<file path="src/rtl/sorcerer_kbd_pkg.sv">
// Shared types and constants for the Sorcerer keyboard matrix.
// Optional feature macro used by the top: SORCERER_KBD_RESET_KEY_EN.
package sorcerer_kbd_pkg;

    localparam int KBD_ROWS = 16;
    localparam int KBD_COLS = 5;

    localparam logic [7:0] SC_LSHIFT = 8'h12;
    localparam logic [7:0] SC_RSHIFT = 8'h59;
    localparam logic [7:0] SC_F12    = 8'h07;

    typedef enum logic [1:0] {
        IDLE,
        LOOKUP,
        APPLY
    } kbd_state_t;

    typedef struct packed {
        logic       hit;
        logic [3:0] row;
        logic [2:0] col;
    } kbd_pos_t;

    typedef struct packed {
        logic       pressed;
        logic       ext;
        logic [7:0] code;
    } kbd_evt_t;

    localparam kbd_pos_t KBD_MISS = '{hit: 1'b0, row: 4'd0, col: 3'd0};

    function automatic kbd_pos_t kbd_at(input int unsigned r, input int unsigned c);
        kbd_pos_t p;
        p.hit = 1'b1;
        p.row = 4'(r);
        p.col = 3'(c);
        return p;
    endfunction

endpackage

</file>
<file path="src/rtl/sorcerer_kbd_map.sv">
// Combinational PS/2 set-2 scancode to Sorcerer matrix position table.
// Codes not listed here (including ext codes without an ext entry) report a miss.
module sorcerer_kbd_map
    import sorcerer_kbd_pkg::*;
(
    input  logic       ext,
    input  logic [7:0] code,
    output kbd_pos_t   pos
);

    always_comb begin
        pos = KBD_MISS;
        case ({ext, code})
            9'h076: pos = kbd_at(0, 0);   // Esc
            9'h014: pos = kbd_at(0, 3);   // Ctrl
            9'h012: pos = kbd_at(0, 4);   // both shifts share one cell
            9'h059: pos = kbd_at(0, 4);
            9'h029: pos = kbd_at(1, 2);   // Space
            9'h01A: pos = kbd_at(2, 4);
            9'h022: pos = kbd_at(2, 3);
            9'h021: pos = kbd_at(3, 4);
            9'h02A: pos = kbd_at(3, 3);
            9'h032: pos = kbd_at(4, 4);
            9'h031: pos = kbd_at(4, 3);
            9'h03A: pos = kbd_at(5, 4);
            9'h015: pos = kbd_at(5, 3);
            9'h01D: pos = kbd_at(6, 4);
            9'h024: pos = kbd_at(6, 3);
            9'h02D: pos = kbd_at(7, 4);
            9'h02C: pos = kbd_at(7, 3);
            9'h035: pos = kbd_at(8, 4);
            9'h03C: pos = kbd_at(8, 3);
            9'h01C: pos = kbd_at(9, 4);   // A
            9'h01B: pos = kbd_at(9, 3);
            9'h023: pos = kbd_at(9, 2);
            9'h02B: pos = kbd_at(10, 4);
            9'h034: pos = kbd_at(10, 3);
            9'h033: pos = kbd_at(11, 4);
            9'h03B: pos = kbd_at(11, 3);
            9'h042: pos = kbd_at(12, 4);
            9'h04B: pos = kbd_at(12, 3);
            9'h05A: pos = kbd_at(12, 0);  // Enter
            9'h075: pos = kbd_at(13, 4);  // keypad 8
            9'h072: pos = kbd_at(13, 3);  // keypad 2
            9'h045: pos = kbd_at(14, 4);
            9'h016: pos = kbd_at(14, 3);
            9'h175: pos = kbd_at(15, 1);  // cursor keys live behind the E0 prefix
            9'h172: pos = kbd_at(15, 2);
            9'h16B: pos = kbd_at(15, 3);
            9'h174: pos = kbd_at(15, 4);
            default: pos = KBD_MISS;
        endcase
    end

endmodule

</file>
<file path="src/rtl/sorcerer_kbd_matrix.sv">
// hps_io ps2_key events to Exidy Sorcerer 16x5 active-low keyboard matrix.
// Define SORCERER_KBD_RESET_KEY_EN to enable the F12 reset_req pulse.
module sorcerer_kbd_matrix
    import sorcerer_kbd_pkg::*;
#(
    parameter int ROWS          = KBD_ROWS,
    parameter int COLS          = KBD_COLS,
    parameter int RST_PULSE_LEN = 16
) (
    input  logic                    clk_sys,
    input  logic                    reset_n,
    input  logic [10:0]             ps2_key,
    input  logic                    clear_all,
    input  logic [$clog2(ROWS)-1:0] row_sel,
    output logic [COLS-1:0]         col_data,
    output logic                    key_busy,
    output logic                    reset_req
);

    kbd_state_t      state, state_nx;
    logic            strb_q, armed, ev_new;
    kbd_evt_t        ev_in, ev_q, pend_d;
    logic            pend_v;
    kbd_pos_t        map_pos, pos_q;
    logic            take_new, take_pend, store_new, do_apply;
    logic            shift_l, shift_r, shift_l_nx, shift_r_nx;
    logic            is_lshift, is_rshift, cell_val, row_ok;
    logic [COLS-1:0] matrix [ROWS];

    assign ev_in  = kbd_evt_t'(ps2_key[9:0]);
    // armed keeps the first post-reset strobe sample as a reference only
    assign ev_new = armed && (strb_q != ps2_key[10]);

    always_ff @(posedge clk_sys or negedge reset_n) begin
        if (!reset_n) begin
            strb_q <= 1'b0;
            armed  <= 1'b0;
        end else begin
            strb_q <= ps2_key[10];
            armed  <= 1'b1;
        end
    end

    // Events arriving while busy wait in pend; the newest one wins.
    always_comb begin
        state_nx  = state;
        take_new  = 1'b0;
        take_pend = 1'b0;
        store_new = 1'b0;
        do_apply  = 1'b0;
        if (clear_all) begin
            state_nx = IDLE;
        end else begin
            case (state)
                IDLE: begin
                    if (pend_v) begin
                        take_pend = 1'b1;
                        store_new = ev_new;
                        state_nx  = LOOKUP;
                    end else if (ev_new) begin
                        take_new = 1'b1;
                        state_nx = LOOKUP;
                    end
                end
                LOOKUP: begin
                    store_new = ev_new;
                    state_nx  = APPLY;
                end
                APPLY: begin
                    store_new = ev_new;
                    do_apply  = 1'b1;
                    state_nx  = IDLE;
                end
                default: state_nx = IDLE;
            endcase
        end
    end

    always_ff @(posedge clk_sys or negedge reset_n) begin
        if (!reset_n) begin
            state  <= IDLE;
            ev_q   <= '0;
            pend_v <= 1'b0;
            pend_d <= '0;
            pos_q  <= KBD_MISS;
        end else begin
            state <= state_nx;
            if (take_pend) ev_q <= pend_d;
            else if (take_new) ev_q <= ev_in;
            if (clear_all) begin
                pend_v <= 1'b0;
            end else if (store_new) begin
                pend_v <= 1'b1;
                pend_d <= ev_in;
            end else if (take_pend) begin
                pend_v <= 1'b0;
            end
            if (state == LOOKUP) pos_q <= map_pos;
        end
    end

    sorcerer_kbd_map u_map (
        .ext  (ev_q.ext),
        .code (ev_q.code),
        .pos  (map_pos)
    );

    assign key_busy = (state == LOOKUP) || (state == APPLY);

    always_comb begin
        is_lshift  = !ev_q.ext && (ev_q.code == SC_LSHIFT);
        is_rshift  = !ev_q.ext && (ev_q.code == SC_RSHIFT);
        shift_l_nx = is_lshift ? ev_q.pressed : shift_l;
        shift_r_nx = is_rshift ? ev_q.pressed : shift_r;
        cell_val   = (is_lshift || is_rshift) ? (shift_l_nx | shift_r_nx) : ev_q.pressed;
    end

    always_ff @(posedge clk_sys or negedge reset_n) begin
        if (!reset_n) begin
            for (int r = 0; r < ROWS; r++) matrix[r] <= '0;
            shift_l <= 1'b0;
            shift_r <= 1'b0;
        end else if (clear_all) begin
            for (int r = 0; r < ROWS; r++) matrix[r] <= '0;
            shift_l <= 1'b0;
            shift_r <= 1'b0;
        end else if (do_apply && pos_q.hit) begin
            shift_l <= shift_l_nx;
            shift_r <= shift_r_nx;
            matrix[pos_q.row][pos_q.col] <= cell_val;
        end
    end

    assign row_ok = int'(row_sel) < ROWS;

    always_ff @(posedge clk_sys or negedge reset_n) begin
        if (!reset_n) col_data <= '1;
        else          col_data <= row_ok ? ~matrix[row_sel] : '1;
    end

`ifdef SORCERER_KBD_RESET_KEY_EN
    localparam int CNT_W = $clog2(RST_PULSE_LEN + 1);

    logic [CNT_W-1:0] rst_cnt;
    logic             f12_hit;

    // F12 with any shift held is ignored so shifted F12 stays harmless
    assign f12_hit = do_apply && ev_q.pressed && !ev_q.ext && (ev_q.code == SC_F12)
                     && !shift_l && !shift_r;

    always_ff @(posedge clk_sys or negedge reset_n) begin
        if (!reset_n)              rst_cnt <= '0;
        else if (f12_hit)          rst_cnt <= CNT_W'(RST_PULSE_LEN);
        else if (rst_cnt != '0)    rst_cnt <= rst_cnt - CNT_W'(1);
    end

    assign reset_req = (rst_cnt != '0);
`else
    logic unused_cfg;
    assign unused_cfg = |RST_PULSE_LEN;
    assign reset_req  = 1'b0;
`endif

endmodule
</file>
<file path="config.mk">
export PLATFORM = sky130hd
export DESIGN_NAME = sorcerer_kbd_matrix
export DESIGN_NICKNAME = d
export VERILOG_FILES = /design/src/rtl/sorcerer_kbd_pkg.sv /design/src/rtl/sorcerer_kbd_map.sv /design/src/rtl/sorcerer_kbd_matrix.sv
export SDC_FILE = /design/constraint.sdc
export NUM_CORES = 1
export LEC_CHECK = 0
export CORE_UTILIZATION = 45
export DETAILED_ROUTE_END_ITERATION = 10
export GPL_ROUTABILITY_DRIVEN = 0
export PLACE_DENSITY_LB_ADDON = 0.05
export SYNTH_ARGS = -nofsm -noshare
export SYNTH_HDL_FRONTEND = slang
export SYNTH_SLANG_ARGS = --single-unit
</file>
<file path="constraint.sdc">
create_clock -name clk_sys -period 2.7 [get_ports clk_sys]
set_input_delay 0.54 -clock clk_sys [delete_from_list [all_inputs] [get_ports clk_sys]]
set_output_delay 0.54 -clock clk_sys [all_outputs]
set_load 0.005 [all_outputs]
</file>
==> key figures <==
Global routing
  – Grt ovf: 0
  – M1 GR Usage: 31.77%
  – Met2 usage: 43.16%
  – Total GRT Usage: 25.42%
  – Met3 Usage GRT: 5.310%
  – Largest net degree at the start of global routing: 83
  – Vias in the first global route: 6,048
  – Antenna violations before repair: 0
  – Most used routing layer: met2
  – First-pass GRT wire length: 31.63 mm

Outcome
  – Status: finished clean

Placement
  – DPL Wire Length: 12.07 mm
  – Port buffer count: 23

Setup path
  – CP startpoint kind: flop
  – Crit. End Element: flop
  – Crit Path Max Fanout: 12
  – WP data arrival: 2630 ps
  – Worst endpoint required time: 3000 ps
  – Kind of critical path: reg2reg

Floorplanning
  – Core region area: 15,150 sq um
  – Starting Density: 45.83%
  – Site row count: 45
  – Die Y: 126.2 um
  – Die area: 15,930 sq um
  – Chip Width: 126.2 um
  – Num ports: 25

CTS
  – Root buffer cell: clkbuf_16
  – H-tree depth: 4
  – Post-CTS setup repair buffer count: 0
  – CTS Hold Bufs: 0
  – Resize count post-CTS: 0
  – CTS Buffer Depth: 2
  – Clk_lat worst skew: 420 ps
  – CTS tree: done
  – Num CTS Buffers: 17
  – Clock sink count: 120
  – Clock-pin slew on the worst setup and hold paths: 50 ps

Cells and area
  – Register area: 3009 sq um
  – Layout cells sized above 1: 15.46%
  – ANT cells: 0
  – Area of the multi-input gates: 3571 sq um
  – Layout area overhead: 15.41%
  – Final Util: 52.90%
  – Post-layout nets: 800
  – Fillcell total: 1,378

Detailed routing
  – First drt pass iteration count: 5
  – DR iter-0 viols: 458
  – DRC viols: 0
  – Drt total wl: 18.82 mm
  – Routed wire per std cell: 19.26 um
  – Post-route ant nets: 0
  – DR vias/cell: 6.099
  – Via count: 5,959

Power and ir drop
  – Leakage power figure: 0.003127 uW
  – P per Cell Area: 830.9 nW/um^2
  – VDD IR-drop max: 0.0006535 V

Run
  – Max Cap Viol: 0

Yosys
  – Synth Instances: 775
  – Synth top cells by count: dfrtp_1, nand2_1, a21oi_1, nor2_1, clkbuf_1
  – Synth top area cells: dfrtp_1, mux4_2, a21oi_1
  – Top-area cell type share of the netlist area: 41.46%
  – Avg Cell Area, Syn: 8.957 sq um
  – Synth unique cells: 64
  – Synthesis Warnings: 0
  – Sequential element share of the synthesized area: 43.35%
  – Synth area leader: dfrtp_1
  – Post-synthesis net count: 798
  – Cell area after synthesis: 6942 sq um
  – Top FF cell, synth: dfrtp_1
  – Post-synth EDFFs: 0
  – Ys async rst share: 100.0%
  – Register bit total from synthesis: 120
  – Count leader, synth: dfrtp_1

Timing
  – Final Slew Violations: 0
  – Max Clk Rate: 0.4288 GHz
  – Post-route minimum period: 2332 ps
  – Post-Route Skew: 12.23 ps
  – Setup violators final: 0
  – Sum Neg Setup Slack: 0 ps
  – Fin crit share: 86.37%
  – Hold Vio Cnt, Final: 0
  – RSZ-0062 raised after global routing: no
  – Slew margin rel.: 36.73%
  – Slew @ Worst Pin: 947.0 ps

Worst hold path
  – Path type of the worst min-delay path: in2async
==> per-layer routing <==
metal  vias to the layer above  wire length [um]
met3                        38              1044
met2                       205              9417
met1                      2922              7947
met4                         0               407
met5                         -                 0
li1                       2794                 -
==> per-stage QoR <==
step / total power (uW) / hold WS, ps / instance area (sq um) / setup slack [ps] / instances
final: 6657 / 109.2 / 8011 / 368.1 / 977
after global routing: 6987 / 137.1 / 8011 / 237.2 / 977
after CTS: 6664 / 122.6 / 8011 / 350.3 / 977
after detailed placement: 4336 / 492.4 / 7415 / 293.8 / 946
after global placement: 4295 / 488.6 / 7415 / 321.9 / 946
after floorplan: 3635 / 244.4 / 6942 / 719.8 / 775
==> where the power goes <==
part	switching [uW]	total, uW	internal (uW)
Clock	809	2320	1510
Combinational	1280	1990	709
Sequential	331	2340	2010
Total	2420	6660	4230
==> critical path: stages, from the launching register on <==
cell and delay (ps):
dfrtp_1 540, nor2b_1 480, nor4_1 110, o31ai_2 290
o21ai_1 100, or3_1 340, o32a_1 350
==> final cells by class <==
type                    count  area share, %
well taps                 188          2.936
repair buffers             61          6.965
inverters                  11         0.5154
clock buffers              22          5.919
multi-input cells         566          44.57
clock inverters             9          1.531
flip-flops and latches    120          37.56
==> final timing paths <==
check / start / cells after the start / end / slack [ps]
min reg2reg: pend_d[6]$_DFFE_PN0P_ / 1 / pend_d[6]$_DFFE_PN0P_ / 500
max in group asynchronous: reset_n / 2 / shift_r$_DFFE_PN0P_ / 1860
min: reset_n / 1 / matrix[4]$_DFFE_PN0P_ / 110
max: ev_q[4]$_DFFE_PN0P_ / 6 / pos_q[7]$_DFFE_PN0P_ / 370
min in group clk_sys: clear_all / 2 / state[1]$_DFFE_PN0P_ / 390
max reg2reg: ev_q[4]$_DFFE_PN0P_ / 6 / pos_q[7]$_DFFE_PN0P_ / 370
==> registers in the layout (all words and copies together) (netlist names) <==
| register | flops |
|---|---|
| pos_q | 8 |
| state | 2 |
| matrix | 80 |
| shift_l | 1 |
| pend_d | 10 |
| shift_r | 1 |
| armed | 1 |
| col_data | 5 |
| strb_q | 1 |
| pend_v | 1 |
| ev_q | 10 |
==> logic make-up (layout without fill, tap and decap cells) <==
logic type | count (synthesis) | in the layout | synth area share (%)
AOI/OAI and AO/OA | 166 | 166 | 13.66
xor gates and xnor gates | 4 | 4 | 0.5048
adders and majority gates | 5 | 5 | 0.9012
buffers and inverters | 89 | 103 | 5.461
DFF | 120 | 120 | 43.35
muxes | 49 | 49 | 11.77
other | 2 | 2 | 0.1082
and+or+nand+nor | 340 | 340 | 24.24
==> cell usage in the layout, fill, tap and decap left out, types with 3 or more instances in the layout <==
cell	synthesis	final
nor3b_1	9	8
dfstp_2	5	5
ha_1	5	5
mux4_2	25	25
buf_12	0	4
mux2_2	11	11
clkbuf_8	0	3
nand2_1	98	98
and2_1	3	3
and3_1	4	4
o32a_1	4	4
or3_1	4	4
nand3b_1	7	7
a21oi_1	90	90
nor3_1	40	39
buf_4	2	35
bufinv_16	0	3
nor4_1	4	4
clkdlybuf4s50_1	0	21
clkinv_2	0	5
nand3_1	44	44
nand2b_1	10	10
nand4_1	32	32
clkbuf_16	0	17
inv_1	11	11
mux2i_1	13	13
a31oi_1	9	9
or3b_2	4	4
o21ai_0	38	38
dfrtp_1	115	115
nor2b_1	9	9
nor2_1	62	62
Note: power is estimated with default switching activity, not from simulation.
